`config.mk`:
```
export PLATFORM = sky130hd
export DESIGN_NAME = intersection_phase_scheduler
export DESIGN_NICKNAME = d
export VERILOG_FILES = /design/src/rtl/intersection_phase_scheduler.sv
export SDC_FILE = /design/constraint.sdc
export NUM_CORES = 1
export LEC_CHECK = 0
export ABC_AREA = 0
export CORE_ASPECT_RATIO = 1.75
export CORE_MARGIN = 5
export CORE_UTILIZATION = 57
export CTS_CLUSTER_SIZE = 20
export DETAILED_ROUTE_END_ITERATION = 7
export DONT_BUFFER_PORTS = 1
export PLACE_DENSITY = 0.78
export SYNTH_ARGS = -nofsm -noshare
export SYNTH_HDL_FRONTEND = slang
export SYNTH_SLANG_ARGS = --single-unit
```
`constraint.sdc`:
```
create_clock -name clk -period 2.1 [get_ports clk]
set_clock_uncertainty 0.05 [all_clocks]
set_input_delay 0.63 -clock clk [delete_from_list [all_inputs] [get_ports clk]]
set_output_delay 0.63 -clock clk [all_outputs]
set_load 0.05 [all_outputs]
```
`src/rtl/intersection_phase_scheduler.sv`:
```
// Traffic-intersection phase scheduler: main road rests in green, minor phases
// (turn, side, pedestrian) are granted round-robin from latched requests, and
// an emergency input preempts toward main-road green.
//
// state | code | meaning
// ------+------+------------------------------------------------
// AR    | 0    | all red clearance; leaves to the phase in target
// MG    | 1    | main road green (rest state, minimum T_MAIN)
// MY    | 2    | main road yellow
// TG    | 3    | main turn green
// TY    | 4    | main turn yellow
// SG    | 5    | side road green
// SY    | 6    | side road yellow
// PW    | 7    | pedestrian walk
module intersection_phase_scheduler #(
    parameter int unsigned T_MAIN = 20,
    parameter int unsigned T_TURN = 10,
    parameter int unsigned T_SIDE = 15,
    parameter int unsigned T_PED  = 12,
    parameter int unsigned T_YEL  = 4,
    parameter int unsigned T_AR   = 2
) (
    input  logic       clk,
    input  logic       rst,
    input  logic       turn_req,
    input  logic       side_req,
    input  logic       ped_req,
    input  logic       emg_req,
    output logic [2:0] M1,
    output logic [2:0] M2,
    output logic [2:0] MT,
    output logic [2:0] S,
    output logic       walk,
    output logic [2:0] pending,
    output logic [3:0] state
);

    typedef enum logic [3:0] {
        ST_AR = 4'd0,
        ST_MG = 4'd1,
        ST_MY = 4'd2,
        ST_TG = 4'd3,
        ST_TY = 4'd4,
        ST_SG = 4'd5,
        ST_SY = 4'd6,
        ST_PW = 4'd7
    } state_t;

    typedef enum logic [1:0] {
        TGT_MAIN = 2'd0,
        TGT_TURN = 2'd1,
        TGT_SIDE = 2'd2,
        TGT_PED  = 2'd3
    } target_t;

    localparam logic [2:0] LAMP_RED = 3'b100;
    localparam logic [2:0] LAMP_YEL = 3'b010;
    localparam logic [2:0] LAMP_GRN = 3'b001;

    localparam logic [7:0] LD_MAIN = 8'(T_MAIN - 1);
    localparam logic [7:0] LD_TURN = 8'(T_TURN - 1);
    localparam logic [7:0] LD_SIDE = 8'(T_SIDE - 1);
    localparam logic [7:0] LD_PED  = 8'(T_PED - 1);
    localparam logic [7:0] LD_YEL  = 8'(T_YEL - 1);
    localparam logic [7:0] LD_AR   = 8'(T_AR - 1);

    state_t     cur, nxt;
    target_t    target, target_nxt, target_eff;
    logic [7:0] count, load_val;
    logic       expired;
    logic [1:0] rr_ptr, rr_ptr_nxt;
    logic [2:0] pending_nxt;
    logic [2:0] slot;
    logic       grant_found;
    logic [1:0] grant_idx;

    assign expired = (count == 8'd0);
    assign state   = cur;

    // Round-robin search over pending {ped, side, turn}, starting at rr_ptr.
    always_comb begin
        grant_found = 1'b0;
        grant_idx   = 2'd0;
        slot        = 3'd0;
        for (int i = 0; i < 3; i++) begin
            slot = {1'b0, rr_ptr} + 3'(i);
            if (slot >= 3'd3) slot = slot - 3'd3;
            if (!grant_found && pending[slot[1:0]]) begin
                grant_found = 1'b1;
                grant_idx   = slot[1:0];
            end
        end
    end

    // Next-state, target and round-robin pointer decisions.
    always_comb begin
        nxt        = cur;
        target_nxt = target;
        rr_ptr_nxt = rr_ptr;
        // Emergency overrides the pending destination while clearing toward AR.
        target_eff = emg_req ? TGT_MAIN : target;
        case (cur)
            ST_MG: begin
                if (!emg_req && expired && grant_found) begin
                    nxt        = ST_MY;
                    target_nxt = target_t'(2'(grant_idx + 2'd1));
                    rr_ptr_nxt = (grant_idx == 2'd2) ? 2'd0 : 2'(grant_idx + 2'd1);
                end
            end
            ST_MY: begin
                target_nxt = target_eff;
                if (expired) nxt = ST_AR;
            end
            ST_AR: begin
                target_nxt = target_eff;
                if (expired) begin
                    case (target_eff)
                        TGT_MAIN: nxt = ST_MG;
                        TGT_TURN: nxt = ST_TG;
                        TGT_SIDE: nxt = ST_SG;
                        default:  nxt = ST_PW;
                    endcase
                end
            end
            ST_TG: begin
                if (emg_req || expired) begin
                    nxt        = ST_TY;
                    target_nxt = TGT_MAIN;
                end
            end
            ST_SG: begin
                if (emg_req || expired) begin
                    nxt        = ST_SY;
                    target_nxt = TGT_MAIN;
                end
            end
            ST_PW: begin
                if (emg_req || expired) begin
                    nxt        = ST_AR;
                    target_nxt = TGT_MAIN;
                end
            end
            ST_TY, ST_SY: begin
                if (expired) begin
                    nxt        = ST_AR;
                    target_nxt = TGT_MAIN;
                end
            end
            default: begin
                nxt        = ST_AR;
                target_nxt = TGT_MAIN;
            end
        endcase
    end

    // Duration reload value for the state being entered.
    always_comb begin
        case (nxt)
            ST_MG:        load_val = LD_MAIN;
            ST_TG:        load_val = LD_TURN;
            ST_SG:        load_val = LD_SIDE;
            ST_PW:        load_val = LD_PED;
            ST_MY, ST_TY,
            ST_SY:        load_val = LD_YEL;
            default:      load_val = LD_AR;
        endcase
    end

    // Request latches: entering a request's green clears it and swallows a
    // request arriving in that same cycle.
    always_comb begin
        pending_nxt = pending | {ped_req, side_req, turn_req};
        if (nxt == ST_TG && cur != ST_TG) pending_nxt[0] = 1'b0;
        if (nxt == ST_SG && cur != ST_SG) pending_nxt[1] = 1'b0;
        if (nxt == ST_PW && cur != ST_PW) pending_nxt[2] = 1'b0;
    end

    // State, timer, target, pointer and request registers.
    always_ff @(posedge clk or negedge rst) begin
        if (!rst) begin
            cur     <= ST_AR;
            count   <= LD_AR;
            target  <= TGT_MAIN;
            rr_ptr  <= 2'd0;
            pending <= 3'b000;
        end else begin
            cur     <= nxt;
            target  <= target_nxt;
            rr_ptr  <= rr_ptr_nxt;
            pending <= pending_nxt;
            if (nxt != cur) count <= load_val;
            else if (!expired) count <= count - 8'd1;
        end
    end

    // Moore lamp decode; anything not explicitly lit stays red.
    always_comb begin
        M1   = LAMP_RED;
        M2   = LAMP_RED;
        MT   = LAMP_RED;
        S    = LAMP_RED;
        walk = 1'b0;
        case (cur)
            ST_MG: begin M1 = LAMP_GRN; M2 = LAMP_GRN; end
            ST_MY: begin M1 = LAMP_YEL; M2 = LAMP_YEL; end
            ST_TG: MT = LAMP_GRN;
            ST_TY: MT = LAMP_YEL;
            ST_SG: S = LAMP_GRN;
            ST_SY: S = LAMP_YEL;
            ST_PW: walk = 1'b1;
            default: ;
        endcase
    end

endmodule

```
==> results of run 1 <==
[stage by stage]
stage	instances	hold slack [ns]	TNS (ns)	utilization, %	setup slack, ns
after floorplan	174	0.284	-4.49	-	-0.383
after global placement	253	0.285	-1.55	80.4	-0.193
after detailed placement	253	0.285	-3.50	80.4	-0.339
after CTS	276	0.00850	-2.69	96.3	-0.226
[cells by family after synthesis]
kind of cell / after synthesis / synth area share (%)
AND/OR/NAND/NOR: 70 / 27.1
AO/OA/AOI/OAI: 51 / 26.1
flip-flops: 19 / 29.8
buffers and inverters: 18 / 6.57
adder cells (fa/ha/maj): 7 / 5.47
XOR/XNOR: 4 / 2.19
multiplexers: 4 / 2.50
other: 1 / 0.234
[repair_timing]
| item | 4_1_cts |
|---|---|
| hold endpoints to repair | 0 |
| setup endpoints to repair | 29 |
| cloned | 0 |
| buffers inserted | 20 |
| pin swaps | 17 |
| gates resized for setup | 58 |
==> results.cfg, run 1 <==
[synthesis]
synth_top_area_share_pct = 28.1
synth-edff-count = 0
synth_top_flop_cell = dfrtp_1
async_flop_share_pct = 100
seq_area_frac_synth_pct = 29.8
syn_nets = 187
post-synth-top-area-cell = dfrtp_1
syn_avg_cell_area_um2 = 9.20
netlist_top_cells_area = dfrtp_1, ha_1, nor2_1, nand2_1, a21oi_1
yosys-top-cells-count = dfrtp_1, nor2_1, nand2_1
yosys_register_bits = 19
synth_cells = 174
yosys_warnings = 0
synth_cell_types = 59
synth_area_um2 = 1600

[clocking]
cts_root_buf = clkbuf_8
clk_path_buf_depth = 2
clkSinkCount = 19
cts_buffers = 3
cts_hold_buffers = 0
cts.htree.levels = 1

[sta]
crit_endpoint = count[3]$_DFFE_PN0P_/D
worst_endpoint_kind = sequential cell input

[placed_design]
place_area_um2 = 2160
dpl.hpwl_um = 3780
gp_congestion = 0.883
numPortBuffers = 0

[die]
die_x_um = 50.1
num_rows = 25
initial_core_util_pct = 59.5
die_h_um = 80.1
io_pins = 26

[run_status]
first-error = [ERROR DPL-0038] Utilization greater than 100%, impossible to legalize
outcome = aborted with a tool error
haltStage = 5_1_grt

[grt]
grt_max_degree = 20
==> run 2, diff against run 1 <==
--- a/config.mk
+++ b/config.mk
@@ -6,13 +6,11 @@
 export NUM_CORES = 1
 export LEC_CHECK = 0
 export ABC_AREA = 0
-export CORE_ASPECT_RATIO = 1.75
 export CORE_MARGIN = 5
-export CORE_UTILIZATION = 57
-export CTS_CLUSTER_SIZE = 20
+export CORE_UTILIZATION = 40
 export DETAILED_ROUTE_END_ITERATION = 7
 export DONT_BUFFER_PORTS = 1
-export PLACE_DENSITY = 0.78
+export PLACE_DENSITY_LB_ADDON = 0.15
 export SYNTH_ARGS = -nofsm -noshare
 export SYNTH_HDL_FRONTEND = slang
 export SYNTH_SLANG_ARGS = --single-unit
==> constraint.sdc (replaced) <==
create_clock -name clk -period 2.75 [get_ports clk]
set_clock_uncertainty 0.05 [all_clocks]
set_input_delay 0.825 -clock clk [delete_from_list [all_inputs] [get_ports clk]]
set_output_delay 0.825 -clock clk [all_outputs]
set_load 0.05 [all_outputs]
==> run 2 against run 1 <==
The run now ends clean. Synthesized area unchanged. Synthesized cell count is the same.
==> results.cfg, run 2 <==
[setup_path]
start_kind = flop
crit_path_start = state[2]
path_max_fanout = 10
cp_data_required_time_ns = 1.88
arrival_ns = 1.79
endpoint_kind = output port
timing.rr.start = count[0]
worstSetupPathType = reg2out
regToRegSetupSlack_ns = 0.23

[pwr]
vdd_drop_max_mv = 0.292
p_seq_share_pct = 26.8
p_per_area_nw_per_um2 = 950
leakagePower_nw = 0.727
p_total_mw = 1.74
p_switching_uw = 840
combPwrFrac_pct = 61.3
clock_power_share_pct = 11.9
switching_share_pct = 48.3
intPower_uw = 899

[grt]
grt_pass1_wl_um = 6400
overflow = 0
track_usage_pct = 15.2
antenna_found_initial = 0
grt_pass1_vias = 1290
grt_max_degree = 20

[sta]
final.period_utilization_pct = 97.0
worst_pin_slew_ns = 0.540
hold_viol = 0
slew_violations = 0
fin_crit_ns = 2.67
fmax_mhz = 375
slew_headroom_pct = 63.7
setup_viol = 0
fin_hold_ws_ns = 0.192
grt_setup_unrepaired = false

[die]
die_x_um = 73.3
num_rows = 23
initial_core_util_pct = 40.6
design.die.area_um2 = 5370
die_h_um = 73.3
io_pins = 26
core_area_um2 = 3940

[synthesis]
yosys_register_bits = 19
synth_area_um2 = 1600
yosys-top-cells-count = dfrtp_1, nor2_1, nand2_1
synth_cell_types = 59
post-synth-top-area-cell = dfrtp_1
synth_top_flop_cell = dfrtp_1
seq_area_frac_synth_pct = 29.8
async_flop_share_pct = 100
yosys_warnings = 0
synth-edff-count = 0
synth_cells = 174
netlist_top_cells_area = dfrtp_1, ha_1, nor2_1, nand2_1, a21oi_1
syn_nets = 187
synth_top_area_share_pct = 28.1
syn_avg_cell_area_um2 = 9.20

[clocking]
clkSinkCount = 19
cts_hold_buffers = 0
post_cts_resized = 0
cts_buffers = 3
clk_path_buf_depth = 2
clkLatencyLatePin_ns = 0.27
cts_tree = done
cts_setup_buffers = 0
cts.htree.levels = 1
cts_root_buf = clkbuf_8
clk_pin_slew_worst_paths_ns = 0.08

[detailed_routing]
postRouteWirelength_um = 3930
firstDrtPassIters = 4
wl_per_cell_um = 16.8
drc = 0
first_iter_violations = 84
ant_nets = 0
vias = 1367
vias_per_cell = 5.84

[layout]
drive_gt1_share_pct = 28.8
top_register = count
syn_to_final_growth_pct = 14.4
nets = 198
mostFrequentLayoutCells = buf_4, nand2_1, dfrtp_1
final_cell_area_um2 = 1830
diodes = 0
largest_register_ffs = 8
final_common_cell = buf_4

[placed_design]
gp_congestion = 0.855
numPortBuffers = 0
dpl.hpwl_um = 3010
place_area_um2 = 1780

[min_path]
hp-class = in2async

[run_status]
outcome = finished clean

[job]
maxCapViolCount = 0
## run 2: critical path, stage by stage (launching register included)
cell        delay, ns
dfrtp_1          0.49
or4b_4           0.63
clkinvlp_4       0.12
buf_4            0.29
## run 2: cell families after synthesis
| group | synth area share, % |
|---|---|
| and+or+nand+nor | 27.1 |
| AOI/OAI and AO/OA | 26.1 |
| DFF | 29.8 |
| buffers and inverters | 6.57 |
| adders and majority gates | 5.47 |
| xor gates and xnor gates | 2.19 |
| muxes | 2.50 |
| other | 0.234 |
## run 2: power groups by stage
| stage | sequential, mW | combinational (mW) | clock, mW |
|---|---|---|---|
| after floorplan | 0.461 | 0.913 | 0 |
| after global placement | 0.467 | 1.05 | 0 |
| after detailed placement | 0.472 | 1.06 | 0 |
| after CTS | 0.466 | 1.06 | 0.210 |
| after global routing | 0.483 | 1.17 | 0.221 |
| final | 0.466 | 1.07 | 0.207 |
## run 2: cell type report
| class | instances | area, um^2 |
|---|---|---|
| fillers | 377 | 2110 |
| multi-input cells | 137 | 1070 |
| clock inverters | 1 | 5.00 |
| flip-flops and latches | 19 | 480 |
| well taps | 50 | 62.6 |
| inverters | 7 | 30.0 |
| repair buffers | 17 | 140 |
| clock buffers | 3 | 41.3 |
## run 2: worst paths after layout
check,end,cells after the start
max,M2[0],3
min,count[3],0
max reg2reg,count[1],8
min reg2reg,count[0],2
max in group asynchronous,count[0],0
min in group clk,count[0],2
## run 2: per-stage QoR
stage / TNS, ns / util [%] / worst slack (ns) / instances
after floorplan: -0.0248 / - / -0.0248 / 174
after global placement: 0 / 45.3 / 0.287 / 230
after detailed placement: 0 / 45.3 / 0.266 / 230
after CTS: 0 / 46.4 / 0.0837 / 234
after global routing: 0 / 46.4 / 0.0261 / 234
final: 0 / 46.4 / 0.0819 / 234
## run 2: per-layer routing
metal | wire length [um] | GRT usage, % | part of all wire (%)
met3 | 234 | 3.01 | 6.0
met1 | 1820 | 21.5 | 46
met4 | 30 | 3.07 | 0.76
met2 | 1840 | 23.8 | 47
met5 | 0 | 0 | 0
No activity file was read; power rests on OpenSTA's default activity.
==> run 3, diff against run 2 <==
--- a/config.mk
+++ b/config.mk
@@ -7,7 +7,7 @@
 export LEC_CHECK = 0
 export ABC_AREA = 0
 export CORE_MARGIN = 5
-export CORE_UTILIZATION = 40
+export CORE_UTILIZATION = 25
 export DETAILED_ROUTE_END_ITERATION = 7
 export DONT_BUFFER_PORTS = 1
 export PLACE_DENSITY_LB_ADDON = 0.15
==> run 3 against run 2 <==
Final cell count up 12%. Global-route usage down 3.7 points. Fmax down 1.4%. Largest power group unchanged. Routed wire length up 16%. Utilization down 16 points. Die area up 51%. Register-to-register slack worse by 0.06 ns. Total power up 5.5%. Design area up 4.1%. Critical path type unchanged.
==> results.cfg, run 3 (synthesis gave the netlist of run 2 again) <==
[die]
die_h_um = 90.0
num_rows = 29
initial_core_util_pct = 25.5
io_pins = 26
core_area_um2 = 6280
die_x_um = 90.0
design.die.area_um2 = 8100

[setup_path]
endpoint_kind = output port
cp_data_required_time_ns = 1.88
worstSetupPathType = reg2out
path_cells = or4b_4, clkinvlp_4, buf_4
arrival_ns = 1.83
path_max_fanout = 8
start_kind = flop
critPathTopFamily = simple AND/OR/NAND/NOR gates
critical_path.max_stage_delay_ns = 0.64
slowest_stage = or4b_4
critPathBufInv = 2

[detailed_routing]
wl_per_cell_um = 17.4
postRouteWirelength_um = 4570
drc = 0
vias_per_cell = 5.36
firstDrtPassIters = 4
first_iter_violations = 90
vias = 1410
ant_nets = 0

[clocking]
clkLatencyLatePin_ns = 0.27
cts_tree = done
cts.htree.levels = 1
clk_pin_slew_worst_paths_ns = 0.08
cts_hold_buffers = 0
clkSinkCount = 19
cts_buffers = 3
cts_root_buf = clkbuf_8
clk_path_buf_depth = 2

[pwr]
p_per_area_nw_per_um2 = 963
vdd_drop_max_mv = 0.328
leakagePower_nw = 0.743

[grt]
grt_pass1_vias = 1422
grt_pass1_wl_um = 7630
track_usage_pct = 11.5
overflow = 0
grt_max_degree = 20
antenna_found_initial = 0

[sta]
fin_hold_ws_ns = 0.190
slew_violations = 0
final.period_utilization_pct = 98.4
hold_viol = 0
setup_viol = 0
slew_headroom_pct = 56.4
setup_tns_ns = 0
worst_pin_slew_ns = 0.651
grt_setup_unrepaired = false
fin_crit_ns = 2.71
fmax_mhz = 370

[min_path]
hp-class = in2async

[placed_design]
dp_cells = 258
place_area_um2 = 1830
numPortBuffers = 0
gp_congestion = 0.854
dpl.hpwl_um = 3510

[layout]
top_register = count
final_common_cell = buf_4
diodes = 0
final_cell_area_um2 = 1910
drive_gt1_share_pct = 31.2
largest_register_ffs = 8
mostFrequentLayoutCells = buf_4, nand2_1, dfrtp_1
syn_to_final_growth_pct = 19.1
final_cells = 263
fillers = 659
nets = 200

[job]
maxCapViolCount = 0

[run_status]
outcome = finished clean
-- run 3: what timing repair did --
| item | in CTS | in global routing |
|---|---|---|
| resized for setup | 0 | 4 |
| endpoints found under the setup margin | 0 | 8 |
| setup buffers | 0 | 1 |
-- run 3: where the power goes --
group / internal, mW / switching [mW]
logic: 0.469 / 0.689
clock network: 0.101 / 0.111
registers: 0.357 / 0.108
total: 0.927 / 0.908
-- run 3: layer usage --
layer | part of all wire (%) | GRT usage, % | wire length (um)
met2 | 50 | 19.2 | 2300
met1 | 44 | 14.6 | 1990
met3 | 4.2 | 1.92 | 190
met4 | 1.9 | 4.71 | 89
met5 | 0 | 0 | 0
-- run 3: area by class of cell --
cell class | count | area (um^2) | share of cell area (%)
Multi-Input combinational cell | 137 | 1100 | 57.6
Timing Repair Buffer | 19 | 155 | 8.14
Inverter | 7 | 30.0 | 1.58
Clock inverter | 1 | 5.00 | 0.263
Clock buffer | 3 | 41.3 | 2.17
Sequential cell | 19 | 480 | 25.2
Tap cell | 77 | 96.3 | 5.06
-- run 3: path summary, 6_finish.rpt --
check	from	endpoint	slack, ns	depth (start not counted)
setup reg to reg	count[0]	count[1]	0.17	8
hold reg to reg	target[0]	target[0]	0.47	1
hold / removal	rst	rr_ptr[1]	0.19	0
min in group clk	target[0]	target[0]	0.47	1
max in group asynchronous	rst	count[0]	2.28	0
setup / recovery	state[2]	M1[0]	0.04	3
-- run 3: worst register-to-register path, stage by stage (launching register included) --
cell and delay (ns):
dfstp_2 0.58, inv_1 0.06, ha_1 0.22, nor3b_2 0.21, a211oi_1 0.36, nor2_1 0.18
a311oi_4 0.42, nand3_4 0.19, a2bb2oi_2 0.20
-- run 3: per-stage QoR --
stage          setup WS (ns)  utilization (%)  power [mW]
2_1_floorplan        -0.0248                -        1.37
3_3_place_gp           0.198             29.1        1.55
3_5_place_dp           0.171             29.1        1.57
4_1_cts               0.0413             29.8        1.79
5_1_grt              0.00324             30.4        1.98
6_report              0.0442             30.4        1.84
